File: src/rtl/instr_fetch_unit.sv
// instr_fetch_unit
// Fetch stage of the single-cycle RISC-V core. Takes the current PC from the
// PC register, issues one request/grant/response read to instruction memory
// at a time, and buffers fetched words with their PCs in a small FIFO that
// decode drains through a valid/ready handshake. A branch/jump redirect
// flushes everything buffered and discards any response still in flight.
//
// Handshakes:
//   - pc_valid_i/pc_ack_o: the PC is taken in the cycle both are high;
//     pc_ack_o is combinational and only ever high in IDLE.
//   - imem_req_o/imem_gnt_i: once imem_req_o rises, it and imem_addr_o hold
//     until the cycle imem_gnt_i is high; a request is never withdrawn.
//   - instr_valid_o/instr_ready_i: the head entry transfers in the cycle
//     both are high; instr_* stay stable while valid is high and ready low.

module instr_fetch_unit #(
    parameter int unsigned DEPTH     = 2,
    parameter logic [31:0] NOP_INSTR = 32'h0000_0013
) (
    input  logic        clk,
    input  logic        rst,
    // PC register side
    input  logic [31:0] pc_i,
    input  logic        pc_valid_i,
    output logic        pc_ack_o,
    input  logic        redirect_i,
    // Instruction memory side
    output logic        imem_req_o,
    output logic [31:0] imem_addr_o,
    input  logic        imem_gnt_i,
    input  logic        imem_rvalid_i,
    input  logic [31:0] imem_rdata_i,
    // Decode side
    output logic        instr_valid_o,
    output logic [31:0] instr_o,
    output logic [31:0] instr_pc_o,
    output logic        instr_fault_o,
    input  logic        instr_ready_i,
    // FSM state for observation
    output logic [1:0]  dbg_state_o
);

    localparam int unsigned PTR_W = (DEPTH > 1) ? $clog2(DEPTH) : 1;
    localparam int unsigned CNT_W = PTR_W + 1;
    localparam logic [CNT_W-1:0] DEPTH_C = CNT_W'(DEPTH);
    localparam logic [PTR_W-1:0] PTR_ONE = PTR_W'(1);
    localparam logic [CNT_W-1:0] CNT_ONE = CNT_W'(1);

    typedef enum logic [1:0] {
        S_IDLE = 2'd0,
        S_REQ  = 2'd1,
        S_WAIT = 2'd2
    } state_t;

    // ------------------------------------------------------------------
    // State
    // ------------------------------------------------------------------
    state_t            r_state;
    state_t            w_next_state;
    logic              r_drop;
    logic              r_req;
    logic [31:0]       r_addr;

    logic [31:0]       r_fifo_instr [DEPTH];
    logic [31:0]       r_fifo_pc    [DEPTH];
    logic              r_fifo_fault [DEPTH];
    logic [PTR_W-1:0]  r_wr_ptr;
    logic [PTR_W-1:0]  r_rd_ptr;
    logic [CNT_W-1:0]  r_count;

    // ------------------------------------------------------------------
    // Combinational control
    // ------------------------------------------------------------------
    logic              w_busy;
    logic [CNT_W-1:0]  w_occupancy;
    logic              w_space;
    logic              w_ack;
    logic              w_aligned;
    logic              w_push_fault;
    logic              w_push_mem;
    logic              w_push;
    logic [31:0]       w_push_instr;
    logic [31:0]       w_push_pc;
    logic              w_valid;
    logic              w_pop;

    // A transaction in flight reserves one FIFO slot so its response always
    // has somewhere to land; the pre-pop count is used deliberately.
    assign w_busy       = (r_state != S_IDLE);
    assign w_occupancy  = r_count + {{(CNT_W-1){1'b0}}, w_busy};
    assign w_space      = (w_occupancy < DEPTH_C);
    assign w_aligned    = (pc_i[1:0] == 2'b00);
    assign w_ack        = (r_state == S_IDLE) & pc_valid_i & w_space & ~redirect_i;

    // Misaligned PCs never reach memory: a faulted NOP is pushed directly.
    assign w_push_fault = w_ack & ~w_aligned;
    // Responses are discarded if flagged stale or if a redirect hits this cycle.
    assign w_push_mem   = (r_state == S_WAIT) & imem_rvalid_i & ~r_drop & ~redirect_i;
    assign w_push       = w_push_fault | w_push_mem;
    assign w_push_instr = w_push_fault ? NOP_INSTR : imem_rdata_i;
    assign w_push_pc    = w_push_fault ? pc_i : r_addr;

    assign w_valid      = (r_count != '0);
    assign w_pop        = w_valid & instr_ready_i;

    // Next-state logic: redirect never changes state, it only marks the
    // outstanding response as stale.
    always_comb begin
        w_next_state = r_state;
        case (r_state)
            S_IDLE: begin
                if (w_ack && w_aligned) begin
                    w_next_state = S_REQ;
                end
            end
            S_REQ: begin
                if (imem_gnt_i) begin
                    w_next_state = S_WAIT;
                end
            end
            S_WAIT: begin
                if (imem_rvalid_i) begin
                    w_next_state = S_IDLE;
                end
            end
            default: begin
                w_next_state = S_IDLE;
            end
        endcase
    end

    // FSM state register
    always_ff @(posedge clk or negedge rst) begin
        if (!rst) begin
            r_state <= S_IDLE;
        end else begin
            r_state <= w_next_state;
        end
    end

    // Registered memory request; the address is captured only on an aligned
    // ack, so it holds steady for the whole REQ phase.
    always_ff @(posedge clk or negedge rst) begin
        if (!rst) begin
            r_req  <= 1'b0;
            r_addr <= '0;
        end else begin
            r_req <= (w_next_state == S_REQ);
            if (w_ack && w_aligned) begin
                r_addr <= {pc_i[31:2], 2'b00};
            end
        end
    end

    // Drop flag: marks the in-flight response as belonging to a flushed path.
    always_ff @(posedge clk or negedge rst) begin
        if (!rst) begin
            r_drop <= 1'b0;
        end else if ((r_state == S_WAIT) && imem_rvalid_i) begin
            r_drop <= 1'b0;
        end else if (redirect_i && (r_state != S_IDLE)) begin
            r_drop <= 1'b1;
        end
    end

    // FIFO pointers and count; a redirect empties the FIFO outright.
    always_ff @(posedge clk or negedge rst) begin
        if (!rst) begin
            r_wr_ptr <= '0;
            r_rd_ptr <= '0;
            r_count  <= '0;
        end else if (redirect_i) begin
            r_wr_ptr <= '0;
            r_rd_ptr <= '0;
            r_count  <= '0;
        end else begin
            if (w_push) begin
                r_wr_ptr <= r_wr_ptr + PTR_ONE;
            end
            if (w_pop) begin
                r_rd_ptr <= r_rd_ptr + PTR_ONE;
            end
            case ({w_push, w_pop})
                2'b10:   r_count <= r_count + CNT_ONE;
                2'b01:   r_count <= r_count - CNT_ONE;
                default: r_count <= r_count;
            endcase
        end
    end

    // FIFO storage; contents are only visible through the valid-gated head.
    always_ff @(posedge clk) begin
        if (w_push) begin
            r_fifo_instr[r_wr_ptr] <= w_push_instr;
            r_fifo_pc[r_wr_ptr]    <= w_push_pc;
            r_fifo_fault[r_wr_ptr] <= w_push_fault;
        end
    end

    // ------------------------------------------------------------------
    // Outputs
    // ------------------------------------------------------------------
    assign pc_ack_o      = w_ack;
    assign imem_req_o    = r_req;
    assign imem_addr_o   = r_addr;
    assign instr_valid_o = w_valid;
    assign instr_o       = w_valid ? r_fifo_instr[r_rd_ptr] : '0;
    assign instr_pc_o    = w_valid ? r_fifo_pc[r_rd_ptr]    : '0;
    assign instr_fault_o = w_valid ? r_fifo_fault[r_rd_ptr] : 1'b0;
    assign dbg_state_o   = r_state;

endmodule
File: config.mk
export PLATFORM = sky130hd
export DESIGN_NAME = instr_fetch_unit
export DESIGN_NICKNAME = d
export VERILOG_FILES = /design/src/rtl/instr_fetch_unit.sv
export SDC_FILE = /design/constraint.sdc
export NUM_CORES = 1
export LEC_CHECK = 0
export BUFFER_PORTS_ARGS = -buffer_cell sky130_fd_sc_hd__buf_2
export CAP_MARGIN = 20
export CORE_MARGIN = 1.5
export CORE_UTILIZATION = 25
export DETAILED_ROUTE_END_ITERATION = 10
export GPL_TIMING_DRIVEN = 0
export PLACE_DENSITY = 0.53
export RECOVER_POWER = 25
export REMOVE_ABC_BUFFERS = 1
export SLEW_MARGIN = 0
export SYNTH_ARGS = -nofsm -noshare
export SYNTH_HDL_FRONTEND = slang
export SYNTH_SLANG_ARGS = --single-unit
File: constraint.sdc
create_clock -name clk -period 10.1 [get_ports clk]
set_clock_uncertainty 0.05 [all_clocks]
set_input_delay 1.01 -clock clk [delete_from_list [all_inputs] [get_ports clk]]
set_output_delay 1.01 -clock clk [all_outputs]
set_load 0.05 [all_outputs]
# Word-level counts from Yosys, hierarchy flattened
# Memory sizes are Yosys's and may differ from the RTL's.
# Index checks and enable logic that the tools add are counted.
# totals
word_cells,63
mem_count,3
in_bits,71
output_inout_bits,102
ff_bits,38
mem_bits_rw,130
# op_classes
addsub,5
n_lt_le_gt_ge,1
n_reduce_logical,11
n_eq_ne,5
bitwise,12
n_mux,19
# memory_table
memory,depth,word_bits,read_ports,rd_ports_with_merged_regs,wr,line,source
r_fifo_instr,2,32,1,0,1,64,logic [31:0] r_fifo_instr [DEPTH];
r_fifo_pc,2,32,1,0,1,65,logic [31:0] r_fifo_pc [DEPTH];
r_fifo_fault,2,1,1,0,1,66,logic r_fifo_fault [DEPTH];
# op_table
cell,n
two-way mux 32 bit,4
nonzero test 2 bit,5
two-way mux 1 bit,9
bitwise AND 1 bit,8
two-way mux 2 bit,4
== test 2 x 1 -> 1 bit (second input constant),3
case mux 2 bit (3 select lines),1
== test 2 bit (second input constant),2
zero test 2 bit,2
case mux 2 bit (2 select lines),1
logical AND 1 bit,3
NOT 1 bit,3
nonzero test 3 bit,1
adder 1 bit (second input constant),2
adder 2 x 1 -> 2 bit,1
adder 2 x 1 -> 2 bit (second input constant),1
less-than comparator 2 bit (second input constant),1
subtractor 2 x 1 -> 2 bit (second input constant),1
bitwise OR 1 bit,1

# Longest topological paths before layout
# Gate-level depths: netlist of the first run.
# depth
ltp_word,10
ltp_mapped,5
mapped_depth_nobuf,5

# Worst setup path after synthesis of the first run
# OpenSTA, ideal clock, no wires.
# synth_timing
path_type,input port to flip-flop
start,input port redirect_i
end,"memory r_fifo_fault[1], enable pin"
setup_ps,495
required_ps,9555
cell_stages,4
t_arrival_ps,4834
setup_slack_ps,4721
n_path_buf,0
cell_sequence,or3_4 nor3_4 nor2_2 nor2b_1
# synth_between
elab_chain_len,6
word_cells_on_any_way,7
# synth_rtl
element,line,source
from (decl),26,"input logic redirect_i,"
NOT 1 bit *,"93, 98",
bitwise AND 1 bit,93,assign w_ack = (r_state == S_IDLE) & pc_valid_i & w_space & ~redirect_i;
bitwise AND 1 bit,96,assign w_push_fault = w_ack & ~w_aligned;
bitwise OR 1 bit *,99,assign w_push = w_push_fault | w_push_mem;
two-way mux 1 bit *,193,if (w_push) begin
two-way mux 1 bit (implied by the code) *,196,r_fifo_fault[r_wr_ptr] <= w_push_fault;
to (decl),66,
# Every way passes the cells marked *; elsewhere a longest branch is shown, timed or not.

# Final worst setup path of the first run
# layout_timing
start,input port redirect_i
end,"memory r_fifo_pc[1][9], enable pin"
# layout_between
elab_chain_len,6
word_cells_on_any_way,7
# layout_rtl
element,line,source
NOT 1 bit *,"93, 98",
bitwise AND 1 bit,93,
bitwise AND 1 bit,96,
bitwise OR 1 bit *,99,
two-way mux 1 bit *,193,
two-way mux 1 bit (implied by the code) *,195,r_fifo_pc[r_wr_ptr] <= w_push_pc;
to (decl),65,
# Marked as above.

==> impl_summary.txt, run 1 <==
----------------------------------------------------
[Place]
  Final weighted congestion of routability-driven global placement ... 0.652
  Minimum setup slack after placement ... 6.31 ns
  Post-detail-place hpwl ... 10200 um
  IO buf count ... 170
  Number of cells in the design after placement ... 989
  Cell Area, Placed ... 0.00845 mm2

[Timing]
  Maximum operating frequency ... 206 MHz
  Relative slew slack ... -58.8%
  Final setup vio count ... 0
  Setup repair after global routing missed its margin ... no
  Clock period minus final worst setup slack ... 4.86 ns
  Post-layout worst setup margin ... 5.24 ns
  Fin. Hold Viols ... 0
  Pins over their slew limit ... 53
  Transition time of the tightest slew-check pin ... 2.36 ns
  Period Utilization, post-route ... 48.1%

[Detailed routing]
  Post-DR vias/cell ... 4.11
  Total number of vias ... 4209
  DRC viols ... 0
  Drt first pass iters ... 6
  Total length of routed wires ... 15500 um
  Post-detailed-route wirelength per cell ... 15.2 um
  Antenna-violating nets left ... 0
  Iter 0 DRT Violations ... 208

[Clocking]
  Post-cts resize count ... 0
  Root Buffer Master ... clkbuf_16
  TritonCTS clock tree ... built
  Hold buffer count at CTS ... 0
  Clock tree buffer depth ... 2
  Post CTS Setup Buffer Count ... 0
  Latest clock arrival within the worst-skew pair ... 0.42 ns
  Number of levels in the clock H-tree ... 4
  Clk sink count ... 168
  CTS buffer count ... 17
  CTS clock-pin slew for the worst setup and hold paths ... 0.06 ns

[Power]
  Switching power total ... 0.649 mW
  Total power consumption of the routed design ... 1.98 mW
  Clock share of power ... 33.0%
  Switching part of the total ... 32.7%
  Cell leakage power ... 3.36 nW
  Comb power frac ... 23.0%
  Sequential power share ... 44.0%
  Power Dens Cells ... 222 mW/mm2
  Internal Power ... 1.33 mW
  Maximum vdd drop ... 0.0946 mV

[Logic synthesis]
  Multiplexer share of the synthesized area ... 19.2%
  Synth Warn # ... 0
  Simple-Gate Fraction of Synth Area ... 8.77%
  Adder-cell area share of the yosys netlist ... 0%
  Gate count of the mapped netlist ... 454
  Netlist area before placement ... 0.00702 mm2
  Main combinational cell family by area after synthesis ... multiplexers
  Mean instance size in the synthesized netlist ... 15.5 um2
  Number of enable flip-flop cells after synthesis ... 130
  Sequential share of the synthesized area ... 69.1%
  Parity-gate share of the synthesized area counting xor and xnor cells ... 0.125%
  Synthesized-area fraction occupied by ao, oa, aoi and oai cells ... 0.695%
  Asr flop ratio synth ... 22.6%
  Most used flip-flop cell after synthesis ... edfxtp_1
  Post-synthesis cell type count ... 32
  Seq cells post-synth ... 168

[Worst setup path]
  Top fanout value on the critical path ... 27
  FF-to-FF End ... r_fifo_pc[1][9]
  Cell family with the largest share of critical-path delay ... simple AND/OR/NAND/NOR gates
  Worst Path Buf+Inv ... 2
  Start point of the critical path ... redirect_i
  Reg-to-reg setup timing slack ... 5.58 ns
  Max stage delay on crit path ... 1.82 ns
  Crit path max-delay cell type ... nor3_1
  Critical path class ... in -> reg
  CP endpoint kind ... flop
  List of cells traversed by the critical path ... clkbuf_1 -> or3_1 -> nor3_1 -> nor2_1 -> nor2b_4 -> buf_12
  Critical path destination ... r_fifo_pc[1][9]
  Arrival time at the worst endpoint ... 4.91 ns
  Data required time of the worst path ... 10.15 ns
  Setup crit start kind ... input pin
  Instance count on the critical path ... 6
  Worst R2R Start ... dbg_state_o[1]
  Logic depth of the worst register-to-register path ... 5

[Run status]
  Violated checks ... max-capacitance violations, max-slew violations
  Run status ... finished with violations

[Flow run]
  Max-cap check violation count ... 3

[Hold path]
  Start point of the worst hold path ... imem_addr_o[30]
  Cell depth of the worst hold path ... 1
  Worst hold path class ... reg -> reg

[Floorplan]
  Horizontal extent of the die ... 171 um
  Area of the core ... 0.0277 mm2
  Height of the die ... 171 um
  Die area ... 0.0291 mm2
  Initial standard-cell utilization of the core ... 25.3%
  Number of placement rows ... 61
  Count of boundary I/O pins ... 173

[Global route]
  Global route overflow ... 0
  Number of antenna violations at the first check in global routing ... 2
  Overall global routing resource usage ... 10.7%
  First-pass GRT wire length ... 23500 um
  Pin count of the biggest net entering global routing ... 39
  Via count of the first global-routing pass ... 4245

[Finish]
  Non-filler cells, final ... 1023
  Layout cells sized above 1 ... 36.6%
  Final standard cell utilization of the core ... 32.2%
  Final design area excluding fillers ... 0.00893 mm2
  Final layout net count ... 702
  Area added between synthesis and finish ... 27.2%

----------------------------------------------------
Yosys cell counts, types with 2 or more instances:
| library cell | number | share of area (%) |
|---|---|---|
| nand2b_1 | 4 | 0.36 |
| nand2_1 | 3 | 0.16 |
| buf_1 | 5 | 0.27 |
| clkbuf_1 | 8 | 0.43 |
| buf_4 | 2 | 0.21 |
| buf_2 | 8 | 0.57 |
| mux2i_1 | 66 | 9.4 |
| and2_1 | 2 | 0.18 |
| mux2_2 | 57 | 9.1 |
| or2_2 | 5 | 0.45 |
| mux2_1 | 4 | 0.64 |
| dfrtp_1 | 38 | 14 |
| buf_6 | 3 | 0.48 |
| nor2b_1 | 32 | 2.9 |
| edfxtp_1 | 130 | 56 |
| nor2_1 | 71 | 3.8 |
routing by layer:
| layer | GRT usage [%] | part of all wire (%) | up-vias |
|---|---|---|---|
| met5 | 0 | 0.058 | - |
| met4 | 2.96 | 0.75 | 2 |
| met3 | 4.00 | 7.8 | 9 |
| met2 | 16.6 | 45 | 123 |
| met1 | 14.0 | 46 | 2085 |
| li1 | - | - | 1990 |
worst register-to-register path, stage by stage, from the launching register on:
cell	delay, ns
dfrtp_1	0.46
or3_1	0.41
nor3_1	1.82
nor2_1	0.57
nor2b_4	0.60
buf_12	0.27
how the worst min path moves through the flow:
stage	to
floorplan	r_wr_ptr
global placement	r_wr_ptr
detailed placement	imem_addr_o[2]
CTS	imem_addr_o[2]
global route	imem_addr_o[2]
finish	imem_addr_o[30]
metrics by stage:
stage / setup TNS, ns / hold WS, ns
2_1_floorplan: 0 / 0.411
3_3_place_gp: -0.547 / 0.427
3_5_place_dp: 0 / 0.453
4_1_cts: 0 / 0.475
5_1_grt: 0 / 0.497
6_report: 0 / 0.476
flip-flops by register name, indices dropped and copies added (netlist names):
signal        count
r_wr_ptr          1
imem_req_o        1
r_fifo_instr     64
dbg_state_o       2
r_fifo_pc        64
imem_addr_o      30
r_count           2
r_drop            1
r_rd_ptr          1
r_fifo_fault      2
kinds of logic after synthesis:
family	after synthesis
muxes	127
xor gates and xnor gates	1
buffers and inverters	27
and+or+nand+nor	123
AOI/OAI and AO/OA	7
DFF	168
other	1
power groups by stage:
stage | clock network [mW] | logic, mW | registers [mW]
after floorplan | 0 | 0.220 | 1.01
after global placement | 0 | 0.461 | 0.896
after global routing | 0.705 | 0.485 | 0.881
final | 0.654 | 0.456 | 0.872
after detailed placement | 0 | 0.475 | 0.887
after CTS | 0.679 | 0.477 | 0.872
cells in the final DEF, fill, tap and decap left out, drive strengths merged, types with 2 or more instances in the layout:
master    instances
nor2b            32
conb              2
nand2b            4
mux2             61
edfxtp          130
clkinv            4
clkinvlp          3
buf             142
nor4              2
nand2             3
mux2i            66
nor2             72
inv               5
bufinv            2
and2              2
dfrtp            38
clkbuf           60
or2               5
area by class of cell:
cell class	instances	area, um2
Antenna cell	1	2.50
Fill cell	2849	18800
Inverter	1	3.75
Tap cell	378	473
Clock inverter	13	144
Sequential cell	168	4860
Timing Repair Buffer	183	1000
Clock buffer	19	433
Multi-Input combinational cell	260	2010
No activity file was read; power rests on OpenSTA's default activity.
==> run 2: changes to the inputs <==
==> constraint.sdc (replaced) <==
create_clock -name clk -period 4.5 [get_ports clk]
set_clock_uncertainty 0.05 [all_clocks]
set_input_delay 0.45 -clock clk [delete_from_list [all_inputs] [get_ports clk]]
set_output_delay 0.45 -clock clk [all_outputs]
set_load 0.05 [all_outputs]
==> run 2 against run 1 <==
The run still ends with max-capacitance violations, max-slew violations left. Register-to-register slack worse by 4.4 ns. Global-route usage unchanged. Clock power up 120%. Hold slack got worse by 0.30 ns. Final area up 0.22%. Sequential cell count stayed put. Die area is the same. Combinational power grew 120%. Sequential share of layout area down 0.12 points. Cell count barely moved. First-iteration DRC count grew 5.8%. Count of clock-buffer cells in the layout unchanged. Largest power group unchanged. Highest routed layer unchanged.
==> impl_summary.txt, run 2 (same netlist as run 1, synthesis figures left out) <==
----------------------------------------------------
[Timing]
  Transition time of the tightest slew-check pin ... 1.72 ns
  Clock period minus final worst setup slack ... 3.48 ns
  Setup repair after global routing missed its margin ... no
  Pins over their slew limit ... 28
  Fin. Hold Viols ... 0
  Period Utilization, post-route ... 77.4%
  Maximum operating frequency ... 287 MHz
  Relative slew slack ... -14.9%
  Post-layout worst setup margin ... 1.02 ns
  Final setup vio count ... 0

[Finish]
  Area added between synthesis and finish ... 27.4%
  Final layout net count ... 703
  Layout cells sized above 1 ... 36.7%
  Final design area excluding fillers ... 0.00895 mm2
  Most common cell after layout, fill and taps aside ... buf_2
  Final standard cell utilization of the core ... 32.3%
  Leading cell types in the layout, fill and taps excluded ... 132 x buf_2, 130 x edfxtp_1, 71 x nor2_1, 66 x mux2i_1, 57 x mux2_2
  Non-filler cells, final ... 1024

[Worst setup path]
  Most frequent cell on the critical path ... nor2_1
  Arrival time at the worst endpoint ... 2.98 ns
  Crit path max-delay cell type ... clkbuf_1
  Data required time of the worst path ... 4.00 ns
  CP endpoint kind ... output port
  Critical path class ... reg -> out
  List of cells traversed by the critical path ... nor2_1 -> clkbuf_1 -> nor2_1 -> buf_2
  Max stage delay on crit path ... 1.09 ns
  Setup crit start kind ... flop
  Worst Path Buf+Inv ... 2
  Worst R2R Start ... dbg_state_o[1]
  Cell family with the largest share of critical-path delay ... buffers and inverters
  Top fanout value on the critical path ... 26
  Start point of the critical path ... r_count[1]

[Global route]
  First-pass GRT wire length ... 23500 um
  Overall global routing resource usage ... 10.7%
  Pin count of the biggest net entering global routing ... 39
  Via count of the first global-routing pass ... 4245
  Number of antenna violations at the first check in global routing ... 2
  Global route overflow ... 0

[Detailed routing]
  Post-detailed-route wirelength per cell ... 15.1 um
  DRC viols ... 0
  Total number of vias ... 4226
  Iter 0 DRT Violations ... 220
  Drt first pass iters ... 6
  Post-DR vias/cell ... 4.13
  Total length of routed wires ... 15500 um
  Antenna-violating nets left ... 0

[Power]
  Maximum vdd drop ... 0.212 mV
  Total power consumption of the routed design ... 4.45 mW
  Cell leakage power ... 3.36 nW
  Power Dens Cells ... 497 mW/mm2

[Flow run]
  Max-cap check violation count ... 1

[Place]
  Final weighted congestion of routability-driven global placement ... 0.652
  IO buf count ... 170
  Number of cells in the design after placement ... 989
  Post-detail-place hpwl ... 10200 um
  Cell Area, Placed ... 0.00845 mm2
  Minimum setup slack after placement ... 1.27 ns

[Clocking]
  Hold buffer count at CTS ... 0
  Number of levels in the clock H-tree ... 4
  Post CTS Setup Buffer Count ... 0
  Post-cts resize count ... 0
  Clock tree buffer depth ... 2
  Clk sink count ... 168
  Latest clock arrival within the worst-skew pair ... 0.42 ns
  CTS buffer count ... 17
  Root Buffer Master ... clkbuf_16
  TritonCTS clock tree ... built
  CTS clock-pin slew for the worst setup and hold paths ... 0.07 ns

[Floorplan]
  Horizontal extent of the die ... 171 um
  Die area ... 0.0291 mm2
  Area of the core ... 0.0277 mm2
  Count of boundary I/O pins ... 173
  Number of placement rows ... 61
  Initial standard-cell utilization of the core ... 25.3%
  Height of the die ... 171 um

[Hold path]
  Worst hold path class ... in -> reg
  Start point of the worst hold path ... imem_rvalid_i

[Run status]
  Run status ... finished with violations
  Violated checks ... max-capacitance violations, max-slew violations

----------------------------------------------------
[run 2: changes by cell type in the layout (fill, tap and decap cells not counted), sizes merged]
cell         delta
buf             -1
clkbuf          +1
dlygate4sd3     +1
[run 2: through the flow]
stage	setup TNS (ns)	hold WS, ns
after detailed placement	0	0.453
after global placement	-723.03	0.427
after global routing	0	0.157
after floorplan	-201.54	0.104
after CTS	0	0.139
final	0	0.173
[run 2: worst reg2reg max path: stages, from the launching register on]
cell,delay (ns)
dfrtp_1,0.46
or3_1,0.48
nor3_4,0.75
clkbuf_1,0.87
mux2_2,0.45
[run 2: report_power, final]
part / switching [mW] / internal, mW / leakage [nW] / total [mW]
combinational: 0.732 / 0.289 / 1.42 / 1.02
clock: 0.645 / 0.826 / 0.272 / 1.47
sequential: 0.0843 / 1.87 / 1.66 / 1.96
total: 1.46 / 2.99 / 3.36 / 4.45
[run 2: path summary, 6_finish.rpt]
check	to	slack [ns]	cells after the start
min in group asynchronous	imem_addr_o[27]	0.54	2
setup / recovery	instr_pc_o[26]	1.02	4
hold reg to reg	imem_addr_o[30]	0.48	1
hold / removal	dbg_state_o[1]	0.17	2
max in group asynchronous	r_rd_ptr	1.60	3
setup reg to reg	r_fifo_pc[0][6]	1.18	4
[run 2: cell type report]
cell class              instances  area, um2
fillers                      2846      18800
clock inverters                13        144
flip-flops and latches        168       4860
multi-input cells             260       2040
repair buffers                184        997
diodes                          1       2.50
well taps                     378        473
clock buffers                  19        433
inverters                       1       3.75
[run 2: metal layers]
layer	part of all wire (%)	global-route usage [%]
met5	0.058	0
met4	0.75	2.96
met3	7.8	4.00
met2	45	16.6
met1	46	14.0
==> run 3: changes to the inputs <==
--- a/config.mk
+++ b/config.mk
@@ -11,7 +11,7 @@
 export CORE_UTILIZATION = 25
 export DETAILED_ROUTE_END_ITERATION = 10
 export GPL_TIMING_DRIVEN = 0
-export PLACE_DENSITY = 0.53
+export PLACE_DENSITY = 0.54
 export RECOVER_POWER = 25
 export REMOVE_ABC_BUFFERS = 1
 export SLEW_MARGIN = 0
==> constraint.sdc (replaced) <==
create_clock -name clk -period 2.8 [get_ports clk]
set_clock_uncertainty 0.05 [all_clocks]
set_input_delay 0.28 -clock clk [delete_from_list [all_inputs] [get_ports clk]]
set_output_delay 0.28 -clock clk [all_outputs]
set_load 0.05 [all_outputs]
==> run 3 against run 2 <==
The run now ends clean. Sequential power increased by 61%. Combinational power increased by 63%. Die area unchanged. Non-clock buffer count increased by 1. Count of clock-buffer cells in the layout decreased by 1. Clock power increased by 52%. Critical path depth increased by 1. First-iteration DRC count decreased by 24%. Via count decreased by 0.57%. Global-route usage about the same. Largest cell class unchanged. Largest power group unchanged.
==> impl_summary.txt, run 3 (same netlist as run 1, synthesis figures left out) <==
----------------------------------------------------
[Detailed routing]
  Iter 0 DRT Violations ... 167
  Total length of routed wires ... 15400 um
  Antenna-violating nets left ... 0
  Met1 Wirelength ... 6810 um
  Met3 WL post-DR ... 1110 um
  Post-DR vias/cell ... 4.10
  Total met2 wirelength after detailed routing ... 7310 um
  Top routing layer in use ... met5
  Drt first pass iters ... 4
  Total number of vias ... 4202
  DRC viols ... 0
  Post-detailed-route wirelength per cell ... 15.0 um

[Power]
  Switching part of the total ... 33.0%
  Cell leakage power ... 3.41 nW
  Comb power frac ... 23.6%
  Switching power total ... 2.32 mW
  Internal Power ... 4.72 mW
  Clock share of power ... 31.8%
  Total power consumption of the routed design ... 7.05 mW
  Sequential power share ... 44.6%
  Maximum vdd drop ... 0.322 mV
  Power Dens Cells ... 782 mW/mm2

[Clocking]
  Latest clock arrival within the worst-skew pair ... 0.42 ns
  Clock tree buffer depth ... 2
  CTS buffer count ... 17
  Clk sink count ... 168
  CTS clock-pin slew for the worst setup and hold paths ... 0.07 ns
  Root Buffer Master ... clkbuf_16
  TritonCTS clock tree ... built
  Number of levels in the clock H-tree ... 4

[Timing]
  Transition time of the tightest slew-check pin ... 1.06 ns
  Maximum operating frequency ... 388 MHz
  Post-layout worst setup margin ... 0.224 ns
  Clock period minus final worst setup slack ... 2.58 ns
  Setup repair after global routing missed its margin ... no
  Relative slew slack ... 29.3%
  Final setup TNS ... 0 ns
  Final setup vio count ... 0
  Pins over their slew limit ... 0
  Period Utilization, post-route ... 92.0%
  Fin. Hold Viols ... 0

[Flow run]
  Max-cap check violation count ... 0

[Worst setup path]
  Data required time of the worst path ... 3.05 ns
  Top fanout value on the critical path ... 12
  Critical path class ... reg -> reg
  FF-to-FF End ... imem_addr_o[13]
  Reg-to-reg setup timing slack ... 0.22 ns
  Most frequent cell on the critical path ... buf_6
  Arrival time at the worst endpoint ... 2.82 ns
  List of cells traversed by the critical path ... or3_4 -> nor4_4 -> buf_6 -> buf_6 -> mux2_2
  Start point of the critical path ... dbg_state_o[1]
  Crit path max-delay cell type ... nor4_4
  Worst Path Buf+Inv ... 2
  Worst R2R Start ... dbg_state_o[1]
  Logic depth of the worst register-to-register path ... 5
  Max stage delay on crit path ... 0.70 ns
  Setup crit start kind ... flop
  CP endpoint kind ... flop
  Cell family with the largest share of critical-path delay ... simple AND/OR/NAND/NOR gates

[Hold path]
  End point of the worst hold path ... imem_addr_o[2]
  Worst hold path class ... in -> reg
  Start point of the worst hold path ... pc_i[2]
  Cell depth of the worst hold path ... 2

[Floorplan]
  Number of placement rows ... 61
  Die area ... 0.0291 mm2
  Count of boundary I/O pins ... 173
  Area of the core ... 0.0277 mm2
  Initial standard-cell utilization of the core ... 25.3%
  Horizontal extent of the die ... 171 um
  Height of the die ... 171 um

[Place]
  Final weighted congestion of routability-driven global placement ... 0.650
  IO buf count ... 170
  Post-detail-place hpwl ... 10500 um
  Minimum setup slack after placement ... -0.580 ns

[Global route]
  Via count of the first global-routing pass ... 4184
  Overall global routing resource usage ... 10.7%
  Number of antenna violations at the first check in global routing ... 1
  Pin count of the biggest net entering global routing ... 39
  First-pass GRT wire length ... 23400 um
  Global route overflow ... 0

[Run status]
  Run status ... complete, no violations

[Finish]
  Leading cell types in the layout, fill and taps excluded ... 135 x buf_2, 130 x edfxtp_1, 71 x nor2_1, 66 x mux2i_1, 57 x mux2_2
  Most common cell after layout, fill and taps aside ... buf_2
  Fill cell total of the finished layout ... 2843
  Final layout net count ... 704
  Layout cells sized above 1 ... 37.9%
  Number of antenna diodes ... 0
  Area added between synthesis and finish ... 28.4%

----------------------------------------------------
## run 3: changes by cell type in the layout (fill, tap and decap cells not counted), moves of 2 or more
cell        before  now
buf_2          132  135
clkinvlp_4       3    5
buf_16           1    5
clkbuf_1        44   35
buf_8            2    0
## run 3: worst max path at each step
stage,slack [ns],cells past startpoint,endpoint
after floorplan,-3.32,4,r_fifo_fault[1]
after global placement,-6.58,5,r_fifo_instr[1][13]
after detailed placement,-0.58,6,r_fifo_instr[1][11]
after CTS,0.17,5,imem_addr_o[26]
after global routing,0.04,5,r_fifo_instr[1][23]
final,0.22,5,imem_addr_o[13]
## run 3: power groups by stage
stage | clock network [mW] | registers [mW] | logic, mW
after global routing | 2.44 | 3.18 | 1.77
final | 2.24 | 3.15 | 1.66
after global placement | 0 | 3.23 | 1.66
after floorplan | 0 | 3.64 | 0.794
after CTS | 2.34 | 3.15 | 1.73
after detailed placement | 0 | 3.20 | 1.72
## run 3: per-layer routing
layer | vias up | track usage (%)
met5 | - | 0
li1 | 1998 | -
met1 | 2071 | 13.1
met2 | 121 | 17.7
met3 | 10 | 3.59
met4 | 2 | 3.69
## run 3: what timing repair did
item / in CTS / in global routing
hold buffers: 2 / 0
hold endpoints to repair: 39 / 0
setup endpoints to repair: 132 / 0
gates resized for setup: 0 / 0
setup buffers: 1 / 0
## run 3: cell type report
type | count | area, um2 | share of cell area, %
Multi-Input combinational cell | 260 | 2040 | 22.6
Timing Repair Buffer | 185 | 1090 | 12.1
Inverter | 1 | 3.75 | 0.0416
Tap cell | 378 | 473 | 5.24
Clock buffer | 18 | 429 | 4.76
Sequential cell | 168 | 4860 | 53.9
Clock inverter | 14 | 124 | 1.37
## run 3: stage by stage
stage	cell area [um2]	hold slack, ns	std cells	utilization, %
final	9020	0.0423	1024	32.5
after global routing	9020	0.0317	1024	32.5
after CTS	9080	0.0163	1024	32.8
after detailed placement	8500	0.425	989	30.7
after global placement	8210	0.420	977	29.6
after floorplan	6890	-0.0656	429	-
